File: src/rtl/matmul_operand_loader_if.sv
// Byte-stream handshake between the host/DMA source and the operand loader.
interface matmul_operand_loader_if #(
  parameter int unsigned DW = 8
) ();
  logic          s_valid;
  logic [DW-1:0] s_data;
  logic          s_last;
  logic          s_ready;

  modport master (output s_valid, output s_data, output s_last, input  s_ready);
  modport slave  (input  s_valid, input  s_data, input  s_last, output s_ready);
endinterface

File: src/rtl/matmul_operand_loader.sv
// Loads operand vectors A and B from a byte stream, serves them through registered
// read ports, then pulses mm_start and waits for mm_done from the dot-product engine.
module matmul_operand_loader #(
  parameter  int unsigned N  = 70,
  parameter  int unsigned DW = 8,
  localparam int unsigned AW = $clog2(N)
) (
  input  logic                    clk,
  input  logic                    resetn,
  input  logic                    i_arm,
  matmul_operand_loader_if.slave  s_if,
  input  logic [AW-1:0]           i_rd_addr_a,
  output logic [DW-1:0]           o_rd_data_a,
  input  logic [AW-1:0]           i_rd_addr_b,
  output logic [DW-1:0]           o_rd_data_b,
  output logic                    o_mm_start,
  input  logic                    i_mm_done,
  output logic                    o_busy,
  output logic                    o_err
);

  typedef enum logic [2:0] {
    ST_IDLE, ST_LOAD_A, ST_LOAD_B, ST_START, ST_WAIT
  } state_t;

  state_t        r_state;
  state_t        w_state_nxt;
  logic [AW-1:0] r_wr_idx;
  logic          r_s_ready;
  logic          r_mm_start;
  logic          r_busy;
  logic          r_err;
  logic          w_s_ready_nxt;
  logic          w_mm_start_nxt;
  logic          w_busy_nxt;
  logic          w_accept;
  logic          w_idx_last;
  logic          w_final_beat;
  logic [DW-1:0] r_mem_a [N];
  logic [DW-1:0] r_mem_b [N];
  logic [DW-1:0] r_rd_data_a;
  logic [DW-1:0] r_rd_data_b;

  // r_s_ready is high exactly in LOAD_A/LOAD_B, so an accept implies a load state
  assign w_accept     = s_if.s_valid & r_s_ready;
  assign w_idx_last   = (r_wr_idx == AW'(N - 1));
  assign w_final_beat = (r_state == ST_LOAD_B) & w_idx_last;

  always_ff @(posedge clk) begin
    if (!resetn) r_state <= ST_IDLE;
    else         r_state <= w_state_nxt;
  end

  always_comb begin
    w_state_nxt = r_state;
    case (r_state)
      ST_IDLE:   if (i_arm)                   w_state_nxt = ST_LOAD_A;
      ST_LOAD_A: if (w_accept && w_idx_last)  w_state_nxt = ST_LOAD_B;
      ST_LOAD_B: if (w_accept && w_idx_last)  w_state_nxt = ST_START;
      ST_START:                               w_state_nxt = ST_WAIT;
      ST_WAIT:   if (i_mm_done)               w_state_nxt = ST_IDLE;
      default:                                w_state_nxt = ST_IDLE;
    endcase
  end

  // Outputs are decoded from the next state so they register in step with r_state
  always_comb begin
    w_s_ready_nxt  = 1'b0;
    w_mm_start_nxt = 1'b0;
    w_busy_nxt     = 1'b0;
    w_s_ready_nxt  = (w_state_nxt == ST_LOAD_A) || (w_state_nxt == ST_LOAD_B);
    w_mm_start_nxt = (w_state_nxt == ST_START);
    w_busy_nxt     = (w_state_nxt != ST_IDLE);
  end

  always_ff @(posedge clk) begin
    if (!resetn) begin
      r_s_ready  <= 1'b0;
      r_mm_start <= 1'b0;
      r_busy     <= 1'b0;
      r_err      <= 1'b0;
      r_wr_idx   <= '0;
    end else begin
      r_s_ready  <= w_s_ready_nxt;
      r_mm_start <= w_mm_start_nxt;
      r_busy     <= w_busy_nxt;
      // Framing error: s_last must coincide exactly with B[N-1]; the load never resyncs
      if (w_accept && (s_if.s_last != w_final_beat)) r_err <= 1'b1;
      case (r_state)
        ST_IDLE:   if (i_arm) r_wr_idx <= '0;
        ST_LOAD_A: if (w_accept) r_wr_idx <= w_idx_last ? '0 : r_wr_idx + AW'(1);
        ST_LOAD_B: if (w_accept && !w_idx_last) r_wr_idx <= r_wr_idx + AW'(1);
        default:   r_wr_idx <= r_wr_idx;
      endcase
    end
  end

  // Operand storage is never cleared by reset
  always_ff @(posedge clk) begin
    if (resetn && w_accept && (r_state == ST_LOAD_A)) r_mem_a[r_wr_idx] <= s_if.s_data;
    if (resetn && w_accept && (r_state == ST_LOAD_B)) r_mem_b[r_wr_idx] <= s_if.s_data;
  end

  // Read ports return pre-write data on a same-cycle address collision
  always_ff @(posedge clk) begin
    if (!resetn) begin
      r_rd_data_a <= '0;
      r_rd_data_b <= '0;
    end else begin
      r_rd_data_a <= r_mem_a[i_rd_addr_a];
      r_rd_data_b <= r_mem_b[i_rd_addr_b];
    end
  end

  assign s_if.s_ready = r_s_ready;
  assign o_mm_start   = r_mm_start;
  assign o_busy       = r_busy;
  assign o_err        = r_err;
  assign o_rd_data_a  = r_rd_data_a;
  assign o_rd_data_b  = r_rd_data_b;

endmodule

File: src/flat_wrapper.sv
// flat-port wrapper written by rule: the top's interface ports become plain ports
module matmul_operand_loader_flat 
#(
  parameter  int unsigned N  = 70,
  parameter  int unsigned DW = 8,
  localparam int unsigned AW = $clog2(N)
)
  (clk, resetn, i_arm, i_rd_addr_a, o_rd_data_a, i_rd_addr_b, o_rd_data_b, o_mm_start, i_mm_done, o_busy, o_err, s_if_s_valid, s_if_s_data, s_if_s_last, s_if_s_ready);
  matmul_operand_loader_if #(.DW(DW)) s_if_i ();
  input  logic clk;
  input  logic resetn;
  input  logic i_arm;
  input  logic [AW-1:0] i_rd_addr_a;
  output logic [DW-1:0] o_rd_data_a;
  input  logic [AW-1:0] i_rd_addr_b;
  output logic [DW-1:0] o_rd_data_b;
  output logic o_mm_start;
  input  logic i_mm_done;
  output logic o_busy;
  output logic o_err;
  input wire logic [$bits(s_if_i.s_valid)-1:0] s_if_s_valid;
  input wire logic [$bits(s_if_i.s_data)-1:0] s_if_s_data;
  input wire logic [$bits(s_if_i.s_last)-1:0] s_if_s_last;
  output wire logic [$bits(s_if_i.s_ready)-1:0] s_if_s_ready;
  assign s_if_i.s_valid = s_if_s_valid;
  assign s_if_i.s_data = s_if_s_data;
  assign s_if_i.s_last = s_if_s_last;
  assign s_if_s_ready = s_if_i.s_ready;
  matmul_operand_loader #(.N(N), .DW(DW)) u_core (.clk(clk), .resetn(resetn), .i_arm(i_arm), .s_if(s_if_i), .i_rd_addr_a(i_rd_addr_a), .o_rd_data_a(o_rd_data_a), .i_rd_addr_b(i_rd_addr_b), .o_rd_data_b(o_rd_data_b), .o_mm_start(o_mm_start), .i_mm_done(i_mm_done), .o_busy(o_busy), .o_err(o_err));
endmodule
File: config.mk
export PLATFORM = sky130hd
export DESIGN_NAME = matmul_operand_loader_flat
export DESIGN_NICKNAME = d
export VERILOG_FILES = /design/src/rtl/matmul_operand_loader_if.sv /design/src/rtl/matmul_operand_loader.sv /design/src/flat_wrapper.sv
export SDC_FILE = /design/constraint.sdc
export NUM_CORES = 1
export LEC_CHECK = 0
export BUFFER_PORTS_ARGS = -buffer_cell sky130_fd_sc_hd__buf_4
export CORE_UTILIZATION = 45
export CTS_BUF_LIST = sky130_fd_sc_hd__clkbuf_8 sky130_fd_sc_hd__clkbuf_16
export DETAILED_ROUTE_END_ITERATION = 8
export GPL_ROUTABILITY_DRIVEN = 0
export PLACE_DENSITY_LB_ADDON = 0.25
export SLEW_MARGIN = 40
export SYNTH_ARGS = -nofsm -noshare
export SYNTH_HDL_FRONTEND = slang
export SYNTH_SLANG_ARGS = --single-unit
File: constraint.sdc
create_clock -name clk -period 7.5 [get_ports clk]
set_clock_uncertainty 0.15 [all_clocks]
set_input_delay 0.375 -clock clk [delete_from_list [all_inputs] [get_ports clk]]
set_output_delay 0.375 -clock clk [all_outputs]
set_load 0.03 [all_outputs]
==> results of run 1 <==
## cells in the mapped netlist (all sizes together) (2+ instances only)
| cell type | count | share of area, % |
|---|---|---|
| o21a | 2 | 0.033 |
| clkbuf | 29 | 0.25 |
| or3 | 7 | 0.097 |
| nand2b | 16 | 0.22 |
| nor3b | 2 | 0.033 |
| o311ai | 5 | 0.097 |
| nor2b | 29 | 0.40 |
| o221ai | 8 | 0.16 |
| mux2i | 132 | 2.9 |
| edfxtp | 1120 | 75 |
| xor2 | 4 | 0.078 |
| nor4 | 6 | 0.097 |
| a211oi | 12 | 0.20 |
| a22o | 4 | 0.078 |
| nand4 | 5 | 0.070 |
| o21ai | 3 | 0.033 |
| mux4 | 232 | 12 |
| and2 | 4 | 0.056 |
| a21oi | 32 | 0.36 |
| ha | 2 | 0.056 |
| a221oi | 3 | 0.058 |
| nand3 | 39 | 0.43 |
| dfxtp | 30 | 1.3 |
| nor3 | 27 | 0.31 |
| nor2 | 174 | 1.5 |
| mux2 | 23 | 0.58 |
| o22ai | 23 | 0.32 |
| a41oi | 5 | 0.097 |
| buf | 86 | 1.6 |
| a21boi | 2 | 0.033 |
| nand2 | 66 | 0.55 |
| inv | 3 | 0.025 |
| a31oi | 4 | 0.056 |
| o2111ai | 10 | 0.19 |
| a22oi | 48 | 0.80 |
| nand3b | 3 | 0.050 |
| o22a | 6 | 0.12 |
## metal layers
| layer | up-vias | GRT usage [%] | part of all wire (%) |
|---|---|---|---|
| met4 | 4 | 5.88 | 2.8 |
| met5 | - | 0 | 0.021 |
| met1 | 11400 | 26.9 | 41 |
| li1 | 9324 | - | - |
| met3 | 185 | 3.94 | 6.0 |
| met2 | 782 | 34.7 | 51 |
## power by group
group	switching (mW)	internal [mW]
Combinational	0.383	0.221
Clock	2.38	3.44
Sequential	0.0107	7.05
## logic make-up after synthesis
group	share of synthesized area, %
flip-flops	76.1
adder cells (fa/ha/maj)	0.0556
multiplexers	15.2
buffers and inverters	1.92
AO/OA/AOI/OAI	2.73
XOR/XNOR	0.0974
AND/OR/NAND/NOR	3.87
## worst max-delay path, cell delays in order
cell and delay (ns):
dlygate4sd3_1 0.58, buf_4 0.37, nand2b_1 0.27, nor4_2 0.53
nor2b_1 0.35, nand3_1 0.70, nor2_1 0.86
## worst max-delay path by stage
stage,end,start,cells past startpoint,slack [ns]
2_1_floorplan,u_core.r_mem_a[14][0],u_core.s_if.s_ready,5,4.97
3_3_place_gp,u_core.o_rd_data_b[7],i_rd_addr_b[0],7,3.67
3_5_place_dp,u_core.o_rd_data_b[0],i_rd_addr_b[0],7,3.64
4_1_cts,u_core.r_mem_a[14][0],resetn,7,3.78
5_1_grt,u_core.r_mem_a[14][0],resetn,7,3.47
6_report,u_core.r_mem_a[14][0],resetn,7,3.60
## stage by stage
step,cells,power [mW]
after floorplan,2218,7.56
after global placement,3456,7.79
after detailed placement,3457,7.80
after CTS,3680,13.6
after global routing,3687,13.9
final,3688,13.5
## registers in the layout, summed over array words and instances (netlist names)
| signal | cells |
|---|---|
| u_core.r_mem_a | 560 |
| u_core.r_mem_b | 560 |
| u_core.o_rd_data_a | 8 |
| u_core.o_rd_data_b | 8 |
| u_core.r_wr_idx | 7 |
| u_core.r_state | 3 |
| u_core.o_busy | 1 |
| u_core.o_err | 1 |
| u_core.o_mm_start | 1 |
| u_core.s_if.s_ready | 1 |
## timing repair
action | 4_1_cts | 5_1_grt
resized for setup | 0 | 0
setup buffers | 0 | 0
setup endpoints to repair | 0 | 0
endpoints found under the hold margin | 39 | 17
hold buffers | 12 | 1
## cell type report
class                      instances  area [um^2]  share of cell area [%]
sequential                      1150        34200                    67.7
multi-input combinational        948        10000                    19.8
clock buffer                     121         2970                    5.88
tap                             1287         1610                    3.18
clock inverter                    90          898                    1.78
timing repair buffer              87          832                    1.65
inverter                           3         11.3                  0.0223
antenna                            2         5.00                 0.00990
==> impl_metrics.yaml, run 1 <==
route:
  drtIter0Drc: 1738
  ant_nets: 0
  wl_per_cell_um: 27.8
  vias: 21700
  routed_wl_mm: 103
  via_per_inst: 5.89
  remaining_drc_errors: 0
  dr.pass1.iters: 7
logic_synthesis:
  yosys_warnings: 0
  synth_edf_count: 1120
  syn_inst: 2218
  synthFlopType: "edfxtp_1"
  synth_seq_cells: 1150
  synth_area_um2: 45000
  synthArstFlopShare_pct: 0
  yosysSeqAreaShare_pct: 76.1
  syn-num-nets: 2248
  synthDistinctLibCells: 60
  postSynthAreaPerCell_um2: 20.3
sta:
  tightest_slew_ns: 0.916
  fin_crit_sh_pct: 52.0
  setup_violations: 0
  hold_viol: 0
  fin_tns_setup_ns: 0
  min_period_ns: 3.90
  rsz0062_at_grt: "false"
  setup_slack_ns: 3.60
  slew_headroom_pct: 38.7
  hold_ws_ns: 0.0275
  slew_viol_final: 0
  fmax_mhz: 256
critical_path:
  cp.required_ns: 7.67
  regToRegStartpoint: "u_core.r_state[2]"
  reg2reg_depth: 5
  crit_fanout: 27
  crit_path_end_kind: "flop"
  startpoint_type: "input pin"
  crit_arrival_ns: 4.07
  reg2reg_slack_ns: 3.80
  crit_type: "input pin to flop"
  r2r-end: "u_core.r_mem_a[14][0]"
floorplan:
  row_count: 115
  dieWidth_um: 318
  die_y_um: 318
  die-area_um2: 101000
  ioPinCount: 48
  core_um2: 98700
  start_util_pct: 45.6
clocking:
  cts_buffer_depth: 3
  cts_sinks: 1150
  root_buffer: "clkbuf_16"
  worstSkewPairLatency_ns: 0.68
  cts_inserted_buffers: 113
  htree_levels: 3
  cts_tree: "yes"
  clk_pin_slew_worst_paths_ns: 0.06
final_layout:
  area_growth_pct: 12.5
  fill_cells: 7739
  final_util_pct: 51.2
  final_area_um2: 50600
  finalNetCount: 2333
  layout_commonest_cell: "edfxtp_1"
  layout_common_cells: "edfxtp_1, mux4_2, nor2_1, mux2i_1, clkbuf_16"
  drive_gt1_share_pct: 23.1
global_route:
  grt_overflow_total: 0
  grt_antenna_before_repair: 3
  grt_pass1_wl_mm: 152
  first_global_vias: 22500
  grt_util_all_layers_pct: 20.4
  grt_max_degree: 102
hold_path:
  min_path_cells: 1
  min_from: "s_if_s_data[1]"
  hold_path_end: "u_core.r_mem_a[26][1]"
  hold_class: "input pin to flop"
run_status:
  status: "finished, final reports clean"
placed_design:
  dp_hpwl_mm: 63.0
  numPortBuffers: 47
  placed_area_um2: 46400
  dp_slack_ns: 3.64
pwr:
  ir_drop_uv: 265
  power_leakage_nw: 15.9
  powerDensity_nw_per_um2: 267
run:
  maxCapViolations: 0
Note: power is estimated with default switching activity, not from simulation.
==> run 2, diff against run 1 <==
==> constraint.sdc (replaced) <==
create_clock -name clk -period 3.4 [get_ports clk]
set_clock_uncertainty 0.15 [all_clocks]
set_input_delay 0.17 -clock clk [delete_from_list [all_inputs] [get_ports clk]]
set_output_delay 0.17 -clock clk [all_outputs]
set_load 0.03 [all_outputs]
==> run 2 against run 1 <==
- sequential cell count unchanged
- utilization up 0.85 points
- die area is the same
- non-clock buffer count rose by 159
- cell count rose by 4.0%
- global-route usage is 0.64 points higher
- routed wire length is 3.2% higher
- clock power up 100%
- sequential share of layout area fell by 1.1 points
- worst hold slack better by 0.087 ns
- total power rose by 110%
- register-to-register slack got worse by 3.4 ns
==> impl_metrics.yaml, run 2 (synthesized netlist as in run 1, its figures left out) <==
run_status:
  status: "finished, final reports clean"
clocking:
  cts_tree: "yes"
  cts_resized: 0
  cts_setup_buffers: 0
  worstSkewPairLatency_ns: 0.69
  clk_pin_slew_worst_paths_ns: 0.06
  cts_inserted_buffers: 114
  cts_buffer_depth: 3
  cts_sinks: 1150
  ctsHoldBuffers: 27
  htree_levels: 3
  root_buffer: "clkbuf_16"
critical_path:
  crit_type: "flop to flop"
  regToRegStartpoint: "u_core.r_wr_idx[3]"
  crit_fanout: 15
  reg2reg_depth: 7
  reg2reg_slack_ns: 0.41
  crit_arrival_ns: 3.42
  cp.required_ns: 3.83
  r2r-end: "u_core.o_err"
  crit_path_end_kind: "flop"
  startpoint_type: "flop"
final_layout:
  largestRegisters: "u_core.r_mem_a (560), u_core.r_mem_b (560)"
  fin_cells: 3837
  finalNetCount: 2493
  drive_gt1_share_pct: 24.8
  layout_commonest_cell: "edfxtp_1"
  area_growth_pct: 14.3
  layout_common_cells: "edfxtp_1, mux4_2, buf_4, nor2_1, mux2i_1"
run:
  maxCapViolations: 0
sta:
  slew_headroom_pct: 43.7
  hold_ws_ns: 0.114
  fin_crit_sh_pct: 87.9
  tightest_slew_ns: 0.841
  setup_violations: 0
  rsz0062_at_grt: "false"
  fin_tns_setup_ns: 0
  slew_viol_final: 0
  hold_viol: 0
  min_period_ns: 2.99
  fmax_mhz: 334
route:
  remaining_drc_errors: 0
  wl_per_cell_um: 27.6
  vias: 22400
  dr.pass1.iters: 5
  ant_nets: 0
  drtIter0Drc: 2441
  routed_wl_mm: 106
  via_per_inst: 5.84
hold_path:
  hold_class: "input pin to flop"
  min_path_cells: 3
  min_from: "i_rd_addr_b[5]"
  hold_path_end: "u_core.o_rd_data_b[5]"
floorplan:
  die-area_um2: 101000
  dieWidth_um: 318
  start_util_pct: 45.6
  die_y_um: 318
  ioPinCount: 48
  core_um2: 98700
  row_count: 115
pwr:
  power_leakage_nw: 16.6
  powerDensity_nw_per_um2: 558
  ir_drop_uv: 493
placed_design:
  numPortBuffers: 47
  place_inst: 3607
  dp_hpwl_mm: 67.7
global_route:
  first_global_vias: 23000
  grt_antenna_before_repair: 2
  grt_overflow_total: 0
  grt_util_all_layers_pct: 21.1
  grt_max_degree: 84
  grt_pass1_wl_mm: 157
-- run 2: metrics by stage --
stage	power (mW)	util, %	cell area, um^2	setup WS, ns
6_report	28.7	52.1	51400	0.410
5_1_grt	29.5	52.1	51400	0.274
4_1_cts	28.9	52.1	51400	0.397
3_5_place_dp	17.3	48.3	47600	0.346
3_3_place_gp	17.3	48.2	47600	0.356
2_1_floorplan	16.7	-	45000	0.872
-- run 2: final cells by class --
type                    instances  area (um^2)
diodes                          1         2.50
clock buffers                 118         2930
clock inverters                84          541
fillers                      7723        47300
inverters                       3         11.3
multi-input cells             948         9910
flip-flops and latches       1150        34200
well taps                    1287         1610
repair buffers                246         2180
-- run 2: critical path: stages (launching register included) --
cell	delay, ns
dfxtp_1	0.40
or4b_1	0.89
or2_1	0.41
nor3_2	0.14
xnor2_1	0.13
nor2_1	0.05
dlygate4sd3_1	0.55
o21a_1	0.16
-- run 2: worst max-delay path by stage --
| stage | start | endpoint | slack, ns |
|---|---|---|---|
| 2_1_floorplan | u_core.s_if.s_ready | u_core.r_mem_a[14][0] | 0.87 |
| 3_3_place_gp | i_rd_addr_b[0] | u_core.o_rd_data_b[2] | 0.36 |
| 3_5_place_dp | i_rd_addr_b[1] | u_core.o_rd_data_b[1] | 0.35 |
| 4_1_cts | u_core.r_state[2] | u_core.r_mem_b[55][0] | 0.40 |
| 5_1_grt | u_core.r_state[2] | u_core.r_mem_b[63][4] | 0.27 |
| 6_report | u_core.r_wr_idx[3] | u_core.o_err | 0.41 |
-- run 2: report_power, final --
part | leakage, nW | internal [mW] | switching [mW] | total (mW)
Clock | 1.82 | 6.55 | 5.13 | 11.7
Sequential | 10.3 | 15.6 | 0.0300 | 15.6
Combinational | 4.51 | 0.538 | 0.863 | 1.40
-- run 2: metal layers --
metal	vias to the layer above	wire length (um)	GRT usage [%]
met1	11800	44300	28.8
met2	787	52500	35.0
li1	9627	-	-
met5	-	0	0
met3	187	5620	2.94
met4	0	3450	6.91
==> run 3, diff against run 2 <==
--- a/config.mk
+++ b/config.mk
@@ -6,11 +6,12 @@
 export NUM_CORES = 1
 export LEC_CHECK = 0
 export BUFFER_PORTS_ARGS = -buffer_cell sky130_fd_sc_hd__buf_4
+export CORE_MARGIN = 5
 export CORE_UTILIZATION = 45
 export CTS_BUF_LIST = sky130_fd_sc_hd__clkbuf_8 sky130_fd_sc_hd__clkbuf_16
 export DETAILED_ROUTE_END_ITERATION = 8
 export GPL_ROUTABILITY_DRIVEN = 0
-export PLACE_DENSITY_LB_ADDON = 0.25
+export PLACE_DENSITY = 0.61
 export SLEW_MARGIN = 40
 export SYNTH_ARGS = -nofsm -noshare
 export SYNTH_HDL_FRONTEND = slang
==> run 3 against run 2 <==
- clock power up 9%
- sequential cell count unchanged
- total power increased by 3.9%
- sequential power about the same
- sequential share of layout area shrank 0.49 points
- fmax decreased by 8.2%
- critical endpoint is now u_core.o_rd_data_b[0]
- largest cell class unchanged
- largest power group unchanged
==> impl_metrics.yaml, run 3 (synthesized netlist as in run 1, its figures left out) <==
route:
  wl_met3_mm: 6.06
  drtIter0Drc: 2144
  top_layer: "met4"
  dr.pass1.iters: 5
  wl_per_cell_um: 27.2
  wl_met1_mm: 43.9
  vias: 22300
  remaining_drc_errors: 0
  via_per_inst: 5.79
  route.met2.wl_mm: 51.8
  ant_nets: 0
  routed_wl_mm: 105
final_layout:
  drive_gt1_share_pct: 25.8
  fill_cells: 7796
  antennaDiodeCount: 0
  layout_common_cells: "edfxtp_1, mux4_2, buf_4, nor2_1, mux2i_1"
  layout_commonest_cell: "edfxtp_1"
  largestRegisters: "u_core.r_mem_a (560), u_core.r_mem_b (560)"
  fin_cells: 3853
  area_growth_pct: 15.2
  finalNetCount: 2489
sta:
  hold_viol: 0
  slew_viol_final: 0
  fin_tns_setup_ns: 0
  setup_violations: 0
  rsz0062_at_grt: "false"
  min_period_ns: 3.26
  slew_headroom_pct: 39.8
  tightest_slew_ns: 0.902
  fin_crit_sh_pct: 95.8
  fmax_mhz: 307
floorplan:
  die_y_um: 326
  ioPinCount: 48
  die-area_um2: 106000
  core_um2: 99700
  row_count: 116
  dieWidth_um: 326
  start_util_pct: 45.1
global_route:
  grt_overflow_total: 0
  grt_pass1_wl_mm: 155
  grt_max_degree: 141
  first_global_vias: 23000
  grt_util_all_layers_pct: 19.6
  grt_antenna_before_repair: 1
critical_path:
  crit_arrival_ns: 3.67
  r2r-end: "u_core.o_rd_data_b[0]"
  reg2reg_slack_ns: 0.14
  endpoint: "u_core.o_rd_data_b[0]"
  cp.required_ns: 3.81
  regToRegStartpoint: "u_core.r_mem_b[41][0]"
  startpoint_type: "flop"
  timing.critical_path.from: "u_core.r_mem_b[41][0]"
  reg2reg_depth: 7
  crit_type: "flop to flop"
  crit_path_end_kind: "flop"
  crit_fanout: 1
clocking:
  cts_sinks: 1150
  clk_pin_slew_worst_paths_ns: 0.06
  htree_levels: 3
  cts_inserted_buffers: 112
  cts_buffer_depth: 3
  root_buffer: "clkbuf_16"
  cts_tree: "yes"
  worstSkewPairLatency_ns: 0.69
hold_path:
  hold_class: "input pin to flop"
run_status:
  status: "finished, final reports clean"
run:
  maxCapViolations: 0
placed_design:
  numPortBuffers: 47
  place_inst: 3614
  dp_hpwl_mm: 64.8
pwr:
  power_leakage_nw: 16.8
  powerDensity_nw_per_um2: 575
  ir_drop_uv: 446
## run 3: worst max-delay path: stages (launching register included)
cell	delay, ns
edfxtp_1	0.35
mux4_1	0.56
mux4_2	0.54
nand2b_1	0.19
a31oi_1	0.18
dlygate4sd3_1	0.57
nand2_1	0.05
dlygate4sd3_1	0.56
## run 3: routing by layer
| metal | global-route usage [%] | vias up |
|---|---|---|
| met1 | 27.5 | 11700 |
| li1 | - | 9627 |
| met4 | 5.68 | 0 |
| met2 | 32.3 | 819 |
| met5 | 0 | - |
| met3 | 2.99 | 164 |
## run 3: worst min-delay path by stage
| stage | from | to | depth (start not counted) |
|---|---|---|---|
| 2_1_floorplan | s_if_s_data[0] | u_core.r_mem_a[0][0] | 0 |
| 3_3_place_gp | i_mm_done | u_core.r_state[2] | 4 |
| 3_5_place_dp | i_mm_done | u_core.r_state[2] | 4 |
| 4_1_cts | i_rd_addr_a[3] | u_core.o_rd_data_a[1] | 5 |
| 5_1_grt | i_rd_addr_b[5] | u_core.o_rd_data_b[1] | 3 |
| 6_report | i_rd_addr_b[5] | u_core.o_rd_data_b[2] | 3 |
## run 3: timing repair
item                                    in CTS  in global routing
buffers inserted                             0                  0
hold buffers                                29                  0
resized for setup                            0                  1
hold endpoints to repair                   369                  0
endpoints found under the setup margin       0                  1
## run 3: final cells by class
type	count	area [um^2]	share of cell area, %
timing repair buffer	244	2150	4.15
clock inverter	88	892	1.72
multi-input combinational	948	9910	19.1
clock buffer	122	2970	5.74
inverter	3	11.3	0.0217
sequential	1150	34200	66.1
tap	1298	1620	3.14
## run 3: per-stage QoR
step / utilization (%) / setup slack, ns / cell area [um^2] / power (mW) / hold slack (ns)
5_1_grt: 51.9 / 0.0304 / 51800 / 30.8 / 0.0374
6_report: 51.9 / 0.144 / 51800 / 29.8 / 0.0789
3_3_place_gp: 47.7 / 0.0861 / 47600 / 17.2 / 0.334
4_1_cts: 51.9 / 0.0593 / 51800 / 30.0 / 0.0163
2_1_floorplan: - / 0.872 / 45000 / 16.7 / 0.119
3_5_place_dp: 47.7 / 0.413 / 47600 / 17.3 / 0.334
## run 3: power breakdown
group          total (mW)  switching (mW)  internal (mW)
combinational        1.40           0.864          0.533
clock                12.8            5.18           7.64
sequential           15.6          0.0237           15.6
